<file path="src/rtl/detector_scan_sched_pkg.sv">
// Shared types and helpers for the detector scan scheduler.
package det_sched_pkg;

  // Word-processing phases, in the order a granted word walks through them.
  typedef enum logic [2:0] {
    IDLE,
    CLEAR,
    SHIFT,
    DRAIN,
    REPORT
  } state_t;

  // Index width for n items; never below one bit so that n == 1 still gives a legal vector.
  function automatic int clog2_min1(input int n);
    return (n > 1) ? $clog2(n) : 1;
  endfunction

endpackage

</file>
<file path="src/rtl/detector_scan_sched_rr_arbiter.sv">
// Round-robin arbiter: first set request at or after the pointer wins, pointer moves past the winner.
module rr_arbiter
  import det_sched_pkg::*;
#(
  parameter int NREQ = 4,
  parameter int IDW  = clog2_min1(NREQ)
) (
  input  logic            CLK,
  input  logic            RST,
  input  logic [NREQ-1:0] req,
  input  logic            advance,
  output logic [NREQ-1:0] grant,
  output logic [IDW-1:0]  id,
  output logic            any
);

  logic [IDW-1:0] ptr;

  // Two passes: requests at or above the pointer first, then the wrapped-around ones below it.
  always_comb begin
    grant = '0;
    id    = '0;
    any   = 1'b0;
    for (int i = 0; i < NREQ; i++) begin
      if (!any && req[i] && (i >= int'(ptr))) begin
        any      = 1'b1;
        grant[i] = 1'b1;
        id       = IDW'(i);
      end
    end
    for (int i = 0; i < NREQ; i++) begin
      if (!any && req[i] && (i < int'(ptr))) begin
        any      = 1'b1;
        grant[i] = 1'b1;
        id       = IDW'(i);
      end
    end
  end

  // Pointer lands just after the winner so the winner has lowest priority on the next round.
  always_ff @(posedge CLK or negedge RST) begin
    if (!RST) begin
      ptr <= '0;
    end else if (advance && any) begin
      ptr <= (id == IDW'(NREQ - 1)) ? '0 : id + 1'b1;
    end
  end

endmodule

</file>
<file path="src/rtl/detector_scan_sched.sv">
// Time-shares one serial Moore pattern detector among NREQ requesters and counts its 0->1 output edges per word.
module detector_scan_sched
  import det_sched_pkg::*;
#(
  parameter int NREQ  = 4,
  parameter int WIDTH = 8,
  parameter int CNTW  = 4
) (
  input  logic                        CLK,
  input  logic                        RST,
  input  logic [NREQ-1:0]             req,
  input  logic [NREQ*WIDTH-1:0]       data,
  output logic [NREQ-1:0]             gnt,
  output logic                        busy,
  output logic                        det_clr,
  output logic                        det_in,
  input  logic                        det_out,
  output logic                        done,
  output logic [clog2_min1(NREQ)-1:0] done_id,
  output logic [CNTW-1:0]             hit_cnt
);

  localparam int IDW = clog2_min1(NREQ);
  localparam int BIW = clog2_min1(WIDTH);

  state_t           state;
  state_t           state_next;
  logic [NREQ-1:0]  arb_grant;
  logic [IDW-1:0]   arb_id;
  logic             arb_any;
  logic             advance;
  logic [WIDTH-1:0] word;
  logic [WIDTH-1:0] shreg;
  logic [BIW-1:0]   bit_idx;
  logic [IDW-1:0]   cur_id;
  logic [CNTW-1:0]  cnt;
  logic [CNTW-1:0]  cnt_next;
  logic             prev;
  logic             sample_en;
  logic             hit;

  rr_arbiter #(
    .NREQ (NREQ),
    .IDW  (IDW)
  ) u_arb (
    .CLK     (CLK),
    .RST     (RST),
    .req     (req),
    .advance (advance),
    .grant   (arb_grant),
    .id      (arb_id),
    .any     (arb_any)
  );

  // Pick out the winner's data slice so it can be latched in the arbitration cycle.
  always_comb begin
    word = '0;
    for (int i = 0; i < NREQ; i++) begin
      if (arb_grant[i]) word = data[i*WIDTH +: WIDTH];
    end
  end

  // Next-state logic; the arbiter pointer only moves when a word is actually accepted.
  always_comb begin
    state_next = state;
    advance    = 1'b0;
    case (state)
      IDLE: begin
        if (arb_any) begin
          state_next = CLEAR;
          advance    = 1'b1;
        end
      end
      CLEAR:  state_next = SHIFT;
      SHIFT:  if (bit_idx == BIW'(WIDTH - 1)) state_next = DRAIN;
      DRAIN:  state_next = REPORT;
      REPORT: state_next = IDLE;
      default: state_next = IDLE;
    endcase
  end

  // Outputs are registered one cycle behind the state, and the detector adds one more cycle,
  // so det_out for bit j shows up two states after bit j is shifted: SHIFT index 2.. , DRAIN, REPORT.
  always_comb begin
    sample_en = 1'b0;
    case (state)
      SHIFT:         sample_en = (int'(bit_idx) >= 2);
      DRAIN, REPORT: sample_en = 1'b1;
      default:       sample_en = 1'b0;
    endcase
    hit      = sample_en && det_out && !prev;
    cnt_next = (hit && (cnt != '1)) ? cnt + 1'b1 : cnt;
  end

  // State register.
  always_ff @(posedge CLK or negedge RST) begin
    if (!RST) state <= IDLE;
    else      state <= state_next;
  end

  // Word datapath: latch on grant, shift MSB first, accumulate rising edges of the detector output.
  always_ff @(posedge CLK or negedge RST) begin
    if (!RST) begin
      shreg   <= '0;
      bit_idx <= '0;
      cur_id  <= '0;
      cnt     <= '0;
      prev    <= 1'b0;
    end else begin
      case (state)
        IDLE: begin
          if (arb_any) begin
            shreg   <= word;
            cur_id  <= arb_id;
            bit_idx <= '0;
          end
        end
        CLEAR: begin
          cnt  <= '0;
          prev <= 1'b0;
        end
        SHIFT: begin
          shreg   <= {shreg[WIDTH-2:0], 1'b0};
          bit_idx <= bit_idx + 1'b1;
        end
        default: ;
      endcase
      if (sample_en) begin
        cnt  <= cnt_next;
        prev <= det_out;
      end
    end
  end

  // Registered outputs; the result registers pick up the final sample taken in REPORT.
  always_ff @(posedge CLK or negedge RST) begin
    if (!RST) begin
      gnt     <= '0;
      busy    <= 1'b0;
      det_clr <= 1'b0;
      det_in  <= 1'b0;
      done    <= 1'b0;
      done_id <= '0;
      hit_cnt <= '0;
    end else begin
      gnt     <= (state == IDLE) ? arb_grant : '0;
      busy    <= (state != IDLE);
      det_clr <= (state == CLEAR);
      det_in  <= (state == SHIFT) && shreg[WIDTH-1];
      done    <= (state == REPORT);
      if (state == REPORT) begin
        done_id <= cur_id;
        hit_cnt <= cnt_next;
      end
    end
  end

endmodule

</file>
<file path="config.mk">
export PLATFORM = sky130hd
export DESIGN_NAME = detector_scan_sched
export DESIGN_NICKNAME = d
export VERILOG_FILES = /design/src/rtl/detector_scan_sched_pkg.sv /design/src/rtl/detector_scan_sched_rr_arbiter.sv /design/src/rtl/detector_scan_sched.sv
export SDC_FILE = /design/constraint.sdc
export NUM_CORES = 1
export LEC_CHECK = 0
export CELL_PAD_IN_SITES_DETAIL_PLACEMENT = 1
export CELL_PAD_IN_SITES_GLOBAL_PLACEMENT = 2
export CORE_MARGIN = 2
export CORE_UTILIZATION = 27
export DETAILED_ROUTE_END_ITERATION = 10
export PLACE_DENSITY_LB_ADDON = 0.1
export REMOVE_ABC_BUFFERS = 1
export SYNTH_ARGS = -nofsm -noshare
export SYNTH_HDL_FRONTEND = slang
export SYNTH_HIERARCHICAL = 1
export SYNTH_SLANG_ARGS = --single-unit
</file>
<file path="constraint.sdc">
create_clock -name CLK -period 2.15 [get_ports CLK]
set_clock_uncertainty 0.1 [all_clocks]
set_input_delay 0.3225 -clock CLK [delete_from_list [all_inputs] [get_ports CLK]]
set_output_delay 0.3225 -clock CLK [all_outputs]
set_load 0.02 [all_outputs]
</file>
-- Yosys cells after proc, flatten, opt, wreduce, memory -nomap -nowiden
Cells that the tools add are included.
- add/sub/neg operators: 3
- magnitude comparators: 7
- eq/ne operators: 9
- muxes and demuxes: 40
- reduce and logical (&&, ||, !) cells: 32
- operators with widths (kind ; count):
    $mux 8 ; 5
    $mux 1 ; 18
    $logic_and 1x1->1 ; 17
    $mux 4 ; 4
    $pmux 8 s2 ; 1
    $mux 2 ; 6
    $pmux 3 s4 ; 1
    $mux 3 ; 3
    $logic_not 1->1 ; 7
    $eq 3x2->1 const B ; 2
    $eq 3x3->1 const B ; 2
    $pmux 3 s2 ; 1
    $reduce_and 2->1 ; 3
    $add 4x1->4 const B ; 1
    $ge 1x2->1 const A ; 2
    $lt 1x2->1 const A ; 2
    $ne 4x4->1 const B ; 1
    $reduce_bool 2->1 ; 2
    $add 3x1->3 const B ; 1
    $eq 3x1->1 const B ; 1
    $ge 3x2->1 const B ; 1
    $logic_not 3->1 ; 1
    $reduce_bool 3->1 ; 1
    $add 2x1->2 const B ; 1
    7 further kinds ; 7
- register bits after elaboration: 37
- input bits: 39
- output and inout bits: 14
- logic and storage cells: 105

-- Logic depth before layout (Yosys ltp)
Gate-level depths: netlist of run 1.
- depth in word-level cells: 30
- gate-level depth with buffers: 9
- gate-level depth less buffers: 7

-- Modules after synthesis
Netlist of run 1, hierarchy kept.
- modules (own cells, without submodules) (module ; instances ; cells an instance ; area each (µm²) ; sequential area each (µm²)):
    detector_scan_sched ; 1 ; 184 ; 1801.7 ; 875.8
    rr_arbiter ; 1 ; 40 ; 335.3 ; 50.0

-- Worst setup path after synthesis of run 1
No wires, ideal clock.
- path type: register to register
- start: register u_arb.ptr[1]
- end: register shreg[1]
- library setup time: 0.132 ns
- arrival time: 1.816 ns
- data required time: 1.918 ns
- path slack: 0.102 ns
- stages on the path, launching flop included: 10
- path buffers: 3
- period minus slack after synthesis: 2.048 ns
- cells stage by stage: dfrtp_1 buf_2 a21oi_1 o221a_2 buf_2 nor2b_1 clkbuf_1 a221o_1 a221oi_1 o31ai_1
- elaborated cells between the ends (all ways): 45
- those cells by class: 6 x order compare; 1 x eq/ne; 19 x mux; 19 x reduce/logical
- RTL lines (what ; RTL line ; RTL):
    start: declaration ; detector_scan_sched_rr_arbiter.sv:17 ; logic [IDW-1:0] ptr;
    start signal: assignment ; detector_scan_sched_rr_arbiter.sv:45 ; ptr <= (id == IDW'(NREQ - 1)) ? '0 : id + 1'b1;
    $ge 1x2->1 ; detector_scan_sched_rr_arbiter.sv:25 ; if (!any && req[i] && (i >= int'(ptr))) begin
    $logic_and 1x1->1 ; detector_scan_sched_rr_arbiter.sv:25 ;
    $mux 1 ; detector_scan_sched_rr_arbiter.sv:25 ;
    $logic_not 1->1 ; detector_scan_sched_rr_arbiter.sv:25 ;
    $logic_and 1x1->1 (2 in a row) ; detector_scan_sched_rr_arbiter.sv:25 ;
    $mux 1 ; detector_scan_sched_rr_arbiter.sv:25 ;
    $logic_not 1->1 ; detector_scan_sched_rr_arbiter.sv:25 ;
    $logic_and 1x1->1 (2 in a row) ; detector_scan_sched_rr_arbiter.sv:25 ;
    [7 not listed] ; - ;
    $mux 1 ; detector_scan_sched_rr_arbiter.sv:32 ; if (!any && req[i] && (i < int'(ptr))) begin
    $logic_not 1->1 ; detector_scan_sched_rr_arbiter.sv:32 ;
    $logic_and 1x1->1 (2 in a row) ; detector_scan_sched_rr_arbiter.sv:32 ;
    $mux 1 (*) ; detector_scan_sched_rr_arbiter.sv:32 ;
    net arb_grant[1] ; detector_scan_sched.sv:28 ; logic [NREQ-1:0] arb_grant;
    $mux 8 (*) (3 in a row) ; detector_scan_sched.sv:59 ; if (arb_grant[i]) word = data[i*WIDTH +: WIDTH];
    $mux 8 (*) ; detector_scan_sched.sv:112 ; if (arb_any) begin
    $pmux 8 s2 (*) ; detector_scan_sched.sv:110 ; case (state)
    end signal: assignment ; detector_scan_sched.sv:113 ; shreg <= word;
    end signal: assignment ; detector_scan_sched.sv:123 ; shreg <= {shreg[WIDTH-2:0], 1'b0};
    end: declaration ; detector_scan_sched.sv:33 ; logic [WIDTH-1:0] shreg;
The timed path passes the listed nets; every way through them passes the cells marked *. The select of a mux whose other input is x is not followed.
A chain may end at the register's enable or synchronous reset.

-- Final worst setup path of run 1
- start: input req[1]
- end: register shreg[1]
- elaborated cells between the ends (all ways): 36
- those cells by class: 1 x eq/ne; 18 x mux; 17 x reduce/logical
- RTL lines (what ; RTL line ; RTL):
    start: declaration ; detector_scan_sched.sv:11 ; input logic [NREQ-1:0] req,
    $logic_and 1x1->1 (*) (2 in a row) ; detector_scan_sched_rr_arbiter.sv:25 ;
    $mux 1 (*) ; detector_scan_sched_rr_arbiter.sv:25 ;
    $logic_not 1->1 ; detector_scan_sched_rr_arbiter.sv:25 ;
    $logic_and 1x1->1 (2 in a row) ; detector_scan_sched_rr_arbiter.sv:25 ;
    $mux 1 (*) ; detector_scan_sched_rr_arbiter.sv:25 ;
    $logic_not 1->1 ; detector_scan_sched_rr_arbiter.sv:25 ;
    $logic_and 1x1->1 ; detector_scan_sched_rr_arbiter.sv:25 ;
    $mux 1 (*) ; detector_scan_sched_rr_arbiter.sv:25 ;
    $logic_not 1->1 (*) ; detector_scan_sched_rr_arbiter.sv:32 ;
    $logic_and 1x1->1 (*) (2 in a row) ; detector_scan_sched_rr_arbiter.sv:32 ;
    $mux 1 (*) ; detector_scan_sched_rr_arbiter.sv:32 ;
    net arb_grant[0] ; detector_scan_sched.sv:28 ;
    $mux 8 (*) (4 in a row) ; detector_scan_sched.sv:59 ;
    $mux 8 (*) ; detector_scan_sched.sv:112 ;
    $pmux 8 s2 (*) ; detector_scan_sched.sv:110 ;
Marks and branches as above.

==> summary.md, run 1 <==
| Metric | Value |
|---|---|
| R2R depth | 7 |
| Mapped Area | roughly 2100 µm² |
| CTS tree | yes |
| Ys Warns | 6 |
| Vias in the first global route | about 2000 |
| Met1 usage | 18.9% |
| Fin nets | 341 |
| Type of origin of the critical path | input pin |
| Antenna violations before repair | 0 |
| Crit path max fanout | 8 |
| Arrival time at the worst endpoint | between 2000 and 2500 ps |
| Asr flop ratio synth | 100% |
| Global routing's busiest layer | met2 |
| Clk_lat worst skew | 290 ps |
| Hold_ws | 375 ps |
| Gr usage total | 13.6% |
| I/O Pins | 53 |
| Post-synth EDFFs | 0 |
| First-pass detailed-route iteration total | 4 |
| Sequential cell area | 928 µm² |
| Status | completed |
| Rows | 32 |
| Pins Over Slew Limit | 0 |
| DR vias/cell | 4.76 |
| Setup TNS | 0 ps |
| Tmin final | 2070 ps |
| H-Tree Depth | 2 |
| CTS Root Cell | clkbuf_8 |
| Core area | 7690 µm² |
| Max Cap Viol | 0 |
| Syn Area/Cell | 9.54 µm² |
| CP Class | input pin to flip-flop |
| Worst slew pin tran | 586 ps |
| P&R area growth vs syn | 47.0% |
| Top cell type's share of synthesized area | between 40% and 50% |
| Input/output buffers | 52 |
| Relative slew slack | 60.9% |
| Commonest non-fill, non-tap cell in the layout | clkdlybuf4s50_1 |
| Crit path capture type | flip-flop |
| Hold Vio Cnt, Final | 0 |
| Area leader, netlist | dfrtp_1 |
| Final Core Density | about two fifths |
| Initial core utilization | 27.8% |
| Filler cell count | 900 |
| Min setup slack post-route | 81.1 ps |
| Area contributors post-synth | dfrtp_1, nand2_1, a21oi_1, a221o_1, a221oi_1 |
| Met2 usage | 21.6% |
| DP Worst Slack | -377 ps |
| Post-route ant nets | 0 |
| Hold depth | 2 |
| Post-CTS setup repair buffer count | 0 |
| Hold Path Class | flip-flop to flip-flop |
| Sequential-to-total area share from yosys stat | 43.3% |
| Gpl congestion | 0.816 |
| Routed wire length | 5.74 mm |
| Achievable clock frequency | 483 MHz |
| # clock sinks | 37 |
| Final worst path period share | 96.2% |
| Distinct cells, synth | 47 |
| Residual DRC count | 0 |
| Final setup vio count | 0 |
| Ant. Diodes | 0 |
| Layout cells sized above 1 | 22.5% |
| HPWL Detailed | 4.36 mm |
| Via Count | ~1900 |
| Design Power | 4.04 mW |
| Leakage | 1.43 nW |
| Multi-input gate area | roughly 1100 µm² |
| Die X | 93.0 µm |
| Routed len/inst | 14.3 µm |
| Synth Register Bits | 37 |
| GRT met3 Usage | between 2 and 2.5% |
| Most frequent cells in the layout | clkdlybuf4s50_1, dfrtp_1, buf_4, nand2_1, a21oi_1 |
| TritonCTS buffer count | 5 |
| First-pass GRT wire length | 9.47 mm |
| Pin count of the biggest net entering global routing | 38 |
| Ys flop type | dfrtp_1 |
| Die area | 8640 µm² |
| Die Ht | 93.0 µm |
| Power Density | 1290 nW/µm² |
| Synth Instances | 224 |
| Initial DRC count | 34 |
| Max Root-Sink Buffers | 2 |
| CTS clk-pin slew, worst paths | approximately 80 ps |
| Grt total ovfl | 0 |
| Critical Path RT | 2220 ps |
| Peak VDD IR | about 0.54 mV |
-- cells by family (layout without fill, tap and decap cells) --
logic type      after synthesis  after routing  synth area share (%)
compound gates               72             72                  25.6
mux                           8              8                  4.45
fa+ha+maj                     5              5                  2.93
buf+inv                      35            109                  7.26
simple gates                 64             64                  15.2
flops                        37             37                  43.3
xor+xnor                      3              3                  1.23
-- layout make-up --
cell class              count  share of cell area [%]
multi-input cells         152                    35.6
clock buffers               5                    2.19
flip-flops and latches     37                    29.5
clock inverters             3                    1.47
inverters                  17                    2.03
repair buffers             84                    25.1
well taps                 102                    4.06
-- routing by layer --
metal	vias to the layer above	wire length [µm]	part of all wire, %
met5	-	0	0
li1	943	-	-
met3	4	180	3.1
met2	39	2760	48
met1	917	2740	48
met4	0	55	0.96
-- per-stage QoR --
step / instance area [µm²] / cells
after floorplan: 2050 / 206
after global placement: 2950 / 391
after detailed placement: 2950 / 391
after CTS: 3100 / 400
after global routing: 3140 / 400
final: 3140 / 400
-- what timing repair did --
item                                    4_1_cts  5_1_grt
endpoints found under the setup margin        8        9
hold endpoints to repair                     30        0
gates resized for setup                       5       11
pin swaps                                     0        2
hold buffers                                  1        0
-- registers in the layout (all words and copies together) (netlist names) --
signal / flops
hit_cnt: 4
prev: 1
busy: 1
bit_idx: 3
cnt: 4
det_in: 1
gnt: 4
det_clr: 1
u_arb/ptr: 2
done: 1
shreg: 8
done_id: 2
state: 3
cur_id: 2
-- where the power goes --
part | total (mW) | switching (mW) | internal, mW
Combinational | 2.23 | 1.11 | 1.12
Sequential | 1.20 | 0.216 | 0.979
Clock | 0.617 | 0.270 | 0.347
-- worst paths after layout --
path                                   start           end  slack [ps]
worst max-delay path                  req[1]      shreg[1]          80
worst min-delay path               cur_id[0]    done_id[0]         370
worst max register to register  u_arb/ptr[1]      shreg[1]          90
worst min register to register     cur_id[0]    done_id[0]         370
max in group asynchronous                RST  u_arb/ptr[1]        1080
min in group asynchronous                RST    hit_cnt[3]         510
-- worst max-delay path, stage by stage --
cell             delay [ps]
clkdlybuf4s50_1         490
o2bb2ai_1                80
a22o_1                  220
and2_1                  160
nor2b_4                 150
a221o_1                 320
a221oi_2                270
o31ai_1                 110
-- synthesized netlist by cell type (2+ instances only) --
library cell and number:
nor2_1 10, inv_1 16, clkbuf_1 11, and2_1 7, a221o_1 7, nand2_1 27, o21ai_0 11, o31ai_1 8
xor2_1 2, dfrtp_1 37, buf_2 4, ha_1 5, nand3_1 3, nor2b_1 5, and3_1 2, a21oi_1 19
mux2_4 2, o221a_2 2, mux2_2 3, a221oi_1 8, a31oi_1 2, buf_6 2, a22o_1 4, nand2b_1 3
mux2i_1 2
Power figures use the tool's default switching activity.
==> run 2: changes to the inputs <==
Settings changed: PLACE_DENSITY set to 0.86, PLACE_DENSITY_LB_ADDON 0.1 to not set, SETUP_SLACK_MARGIN set to 0.15.
==> run 2 against run 1 <==
Critical path depth decreased by 1. Via count is 1.3% higher. Final cell count decreased by 1.5%. Sequential cell count is the same. Sequential power about the same. Utilization down 0.15 points. Clock power grew 20%. Routed wire length up 0.54%. Setup slack improved by 61 ps. Global-route usage rose by 0.70 points.
==> summary.md, run 2 (synthesized netlist as in run 1, its figures left out) <==
| Metric | Value |
|---|---|
| Status | completed |
| Max Root-Sink Buffers | 2 (unchanged) |
| Antenna violations before repair | 0 (unchanged) |
| Critical Path RT | 2230 ps (about the same) |
| Hold Vio Cnt, Final | 0 (unchanged) |
| Worst path max stage delay | 480 ps (about the same) |
| R2R Path End | shreg[5] |
| Leakage | 1.41 nW (-1.1%) |
| RSZ-0062 raised after global routing | yes |
| CTS clk-pin slew, worst paths | 80 ps (about the same) |
| Final Cell Area | 3130 µm² (-0.36%) |
| Arrival time at the worst endpoint | 2090 ps (-50 ps) |
| CP Class | flip-flop to flip-flop |
| Initial core utilization | 27.8% (unchanged) |
| First-pass GRT wire length | 9.98 mm (+5.5%) |
| Via Count | 1928 (+1.3%) |
| Worst slew pin tran | 834 ps (+248 ps) |
| Max Cap Viol | 0 (unchanged) |
| Post-route ant nets | 0 (unchanged) |
| Gr usage total | 14.3% (+0.70 points) |
| Setup TNS | 0 ps (unchanged) |
| Grt total ovfl | 0 (unchanged) |
| DP Area | 2900 µm² (-1.5%) |
| Multi-input gate area | 1130 µm² (+1.1%) |
| Most flops, register | shreg |
| Fin nets | 335 (-1.8%) |
| Design Power | 4.20 mW (+3.8%) |
| Hold Path Class | input pin to async pin |
| TritonCTS buffer count | 5 (unchanged) |
| Relative slew slack | 44.4% (-16 points) |
| Clk_lat worst skew | 300 ps (about the same) |
| Die X | 93.0 µm (unchanged) |
| Core area | 7690 µm² (unchanged) |
| Commonest non-fill, non-tap cell in the layout | clkdlybuf4s50_1 |
| Rows | 32 (unchanged) |
| Worst R2R Start | u_arb/ptr[1] |
| Final Core Density | 40.7% (-0.15 points) |
| Routed wire length | 5.77 mm (+0.54%) |
| Die area | 8640 µm² (unchanged) |
| Achievable clock frequency | 498 MHz (+3.0%) |
| First-pass detailed-route iteration total | 4 (unchanged) |
| Quantity of hold-fixing buffers added after cts | 0 (-1) |
| Worst path cell trace | o2bb2ai_2 > a22o_1 > and2_4 > nor2b_4 > a221o_1 > a221oi_2 > o31ai_1 |
| Final worst path period share | 93.4% (-2.8 points) |
| Gpl congestion | 0.825 (+1.2%) |
| Most frequent cells in the layout | clkdlybuf4s50_1, dfrtp_1, nand2_1, buf_4, a21oi_1 |
| P&R area growth vs syn | 46.5% |
| Pins Over Slew Limit | 0 (unchanged) |
| Routed len/inst | 14.6 µm (+2.1%) |
| Hold_ws | 18.1 ps (-357 ps) |
| # clock sinks | 37 (unchanged) |
| I/O Pins | 53 (unchanged) |
| Crit path capture type | flip-flop |
| CTS tree | yes |
| Final setup vio count | 0 (unchanged) |
| Crit path from | u_arb/ptr[1] |
| Layout cells sized above 1 | 21.9% (-0.57 points) |
| Tmin final | 2010 ps (-60.7 ps) |
| Peak VDD IR | 0.440 mV (-19%) |
| R2R depth | 7 (unchanged) |
| Die Ht | 93.0 µm (unchanged) |
| H-Tree Depth | 2 (unchanged) |
| FF-to-FF setup slack | 140 ps (+50 ps) |
| Filler cell count | 891 (-1.0%) |
| Initial DRC count | 50 (+47%) |
| Pin count of the biggest net entering global routing | 38 (unchanged) |
| Crit path max fanout | 8 (unchanged) |
| Vias in the first global route | 2116 (+8.3%) |
| CP max-delay cell | dfrtp_2 |
| Type of origin of the critical path | flip-flop |
| Worst setup path end | shreg[5] |
| Power Density | 1340 nW/µm² (+4.2%) |
| CTS Root Cell | clkbuf_8 |
| Residual DRC count | 0 (unchanged) |
| Max reg flops | 8 (unchanged) |
| Input/output buffers | 52 (unchanged) |
| DR vias/cell | 4.89 (+2.9%) |
| Ant. Diodes | 0 (unchanged) |
| Sequential cell area | 928 µm² (unchanged) |
| HPWL Detailed | 4.28 mm (-1.9%) |
## run 2: cell types whose count changed in the layout (fill, tap and decap cells not counted), sizes merged
cell           change
buf                -5
dlygate4sd2        +4
clkdlybuf4s50      -2
dlymetal6s2s       -2
bufinv             +1
clkinv             -1
clkinvlp           -1
dlygate4sd3        -1
inv                +1
## run 2: worst max-delay path, delay by kind of cell (launching register included)
family	cells	cell delay (ps)
AO/OA/AOI/OAI	5	1000
AND/OR/NAND/NOR	2	300
flip-flops	1	480
## run 2: through the flow
step | setup slack, ps | instances
2_1_floorplan | -163 | 206
3_3_place_gp | -312 | 385
5_1_grt | 66.2 | 394
4_1_cts | 88.5 | 394
6_report | 142 | 394
3_5_place_dp | -430 | 385
## run 2: power breakdown
| group | switching, mW | internal, mW | total, mW |
|---|---|---|---|
| registers | 0.218 | 0.979 | 1.20 |
| clock network | 0.276 | 0.467 | 0.743 |
| logic | 1.14 | 1.12 | 2.26 |
| total | 1.63 | 2.57 | 4.20 |
## run 2: how the worst min path moves through the flow
stage | depth (start not counted) | slack (ps) | to
3_5_place_dp | 2 | 360 | shreg[7]
3_3_place_gp | 1 | 360 | gnt[1]
6_report | 1 | 20 | gnt[1]
4_1_cts | 1 | 50 | hit_cnt[0]
5_1_grt | 1 | 90 | gnt[0]
2_1_floorplan | 0 | -70 | bit_idx[0]
## run 2: final cells by class
class,instances,area share [%]
Multi-Input combinational cell,152,36.1
Sequential cell,37,29.7
Timing Repair Buffer,78,23.7
Tap cell,102,4.08
Clock buffer,5,2.20
Clock inverter,3,2.20
Inverter,17,2.04
## run 2: metal layers
metal | GRT usage (%) | share of wire [%]
met4 | 4.66 | 1.6
met1 | 17.6 | 44
met5 | 0 | 0
met3 | 2.52 | 3.6
met2 | 25.1 | 51
## run 2: what timing repair did
action	in CTS	in global routing
endpoints found under the hold margin	0	0
endpoints found under the setup margin	9	9
setup buffers	1	0
resized for setup	18	6
pin swaps	5	5
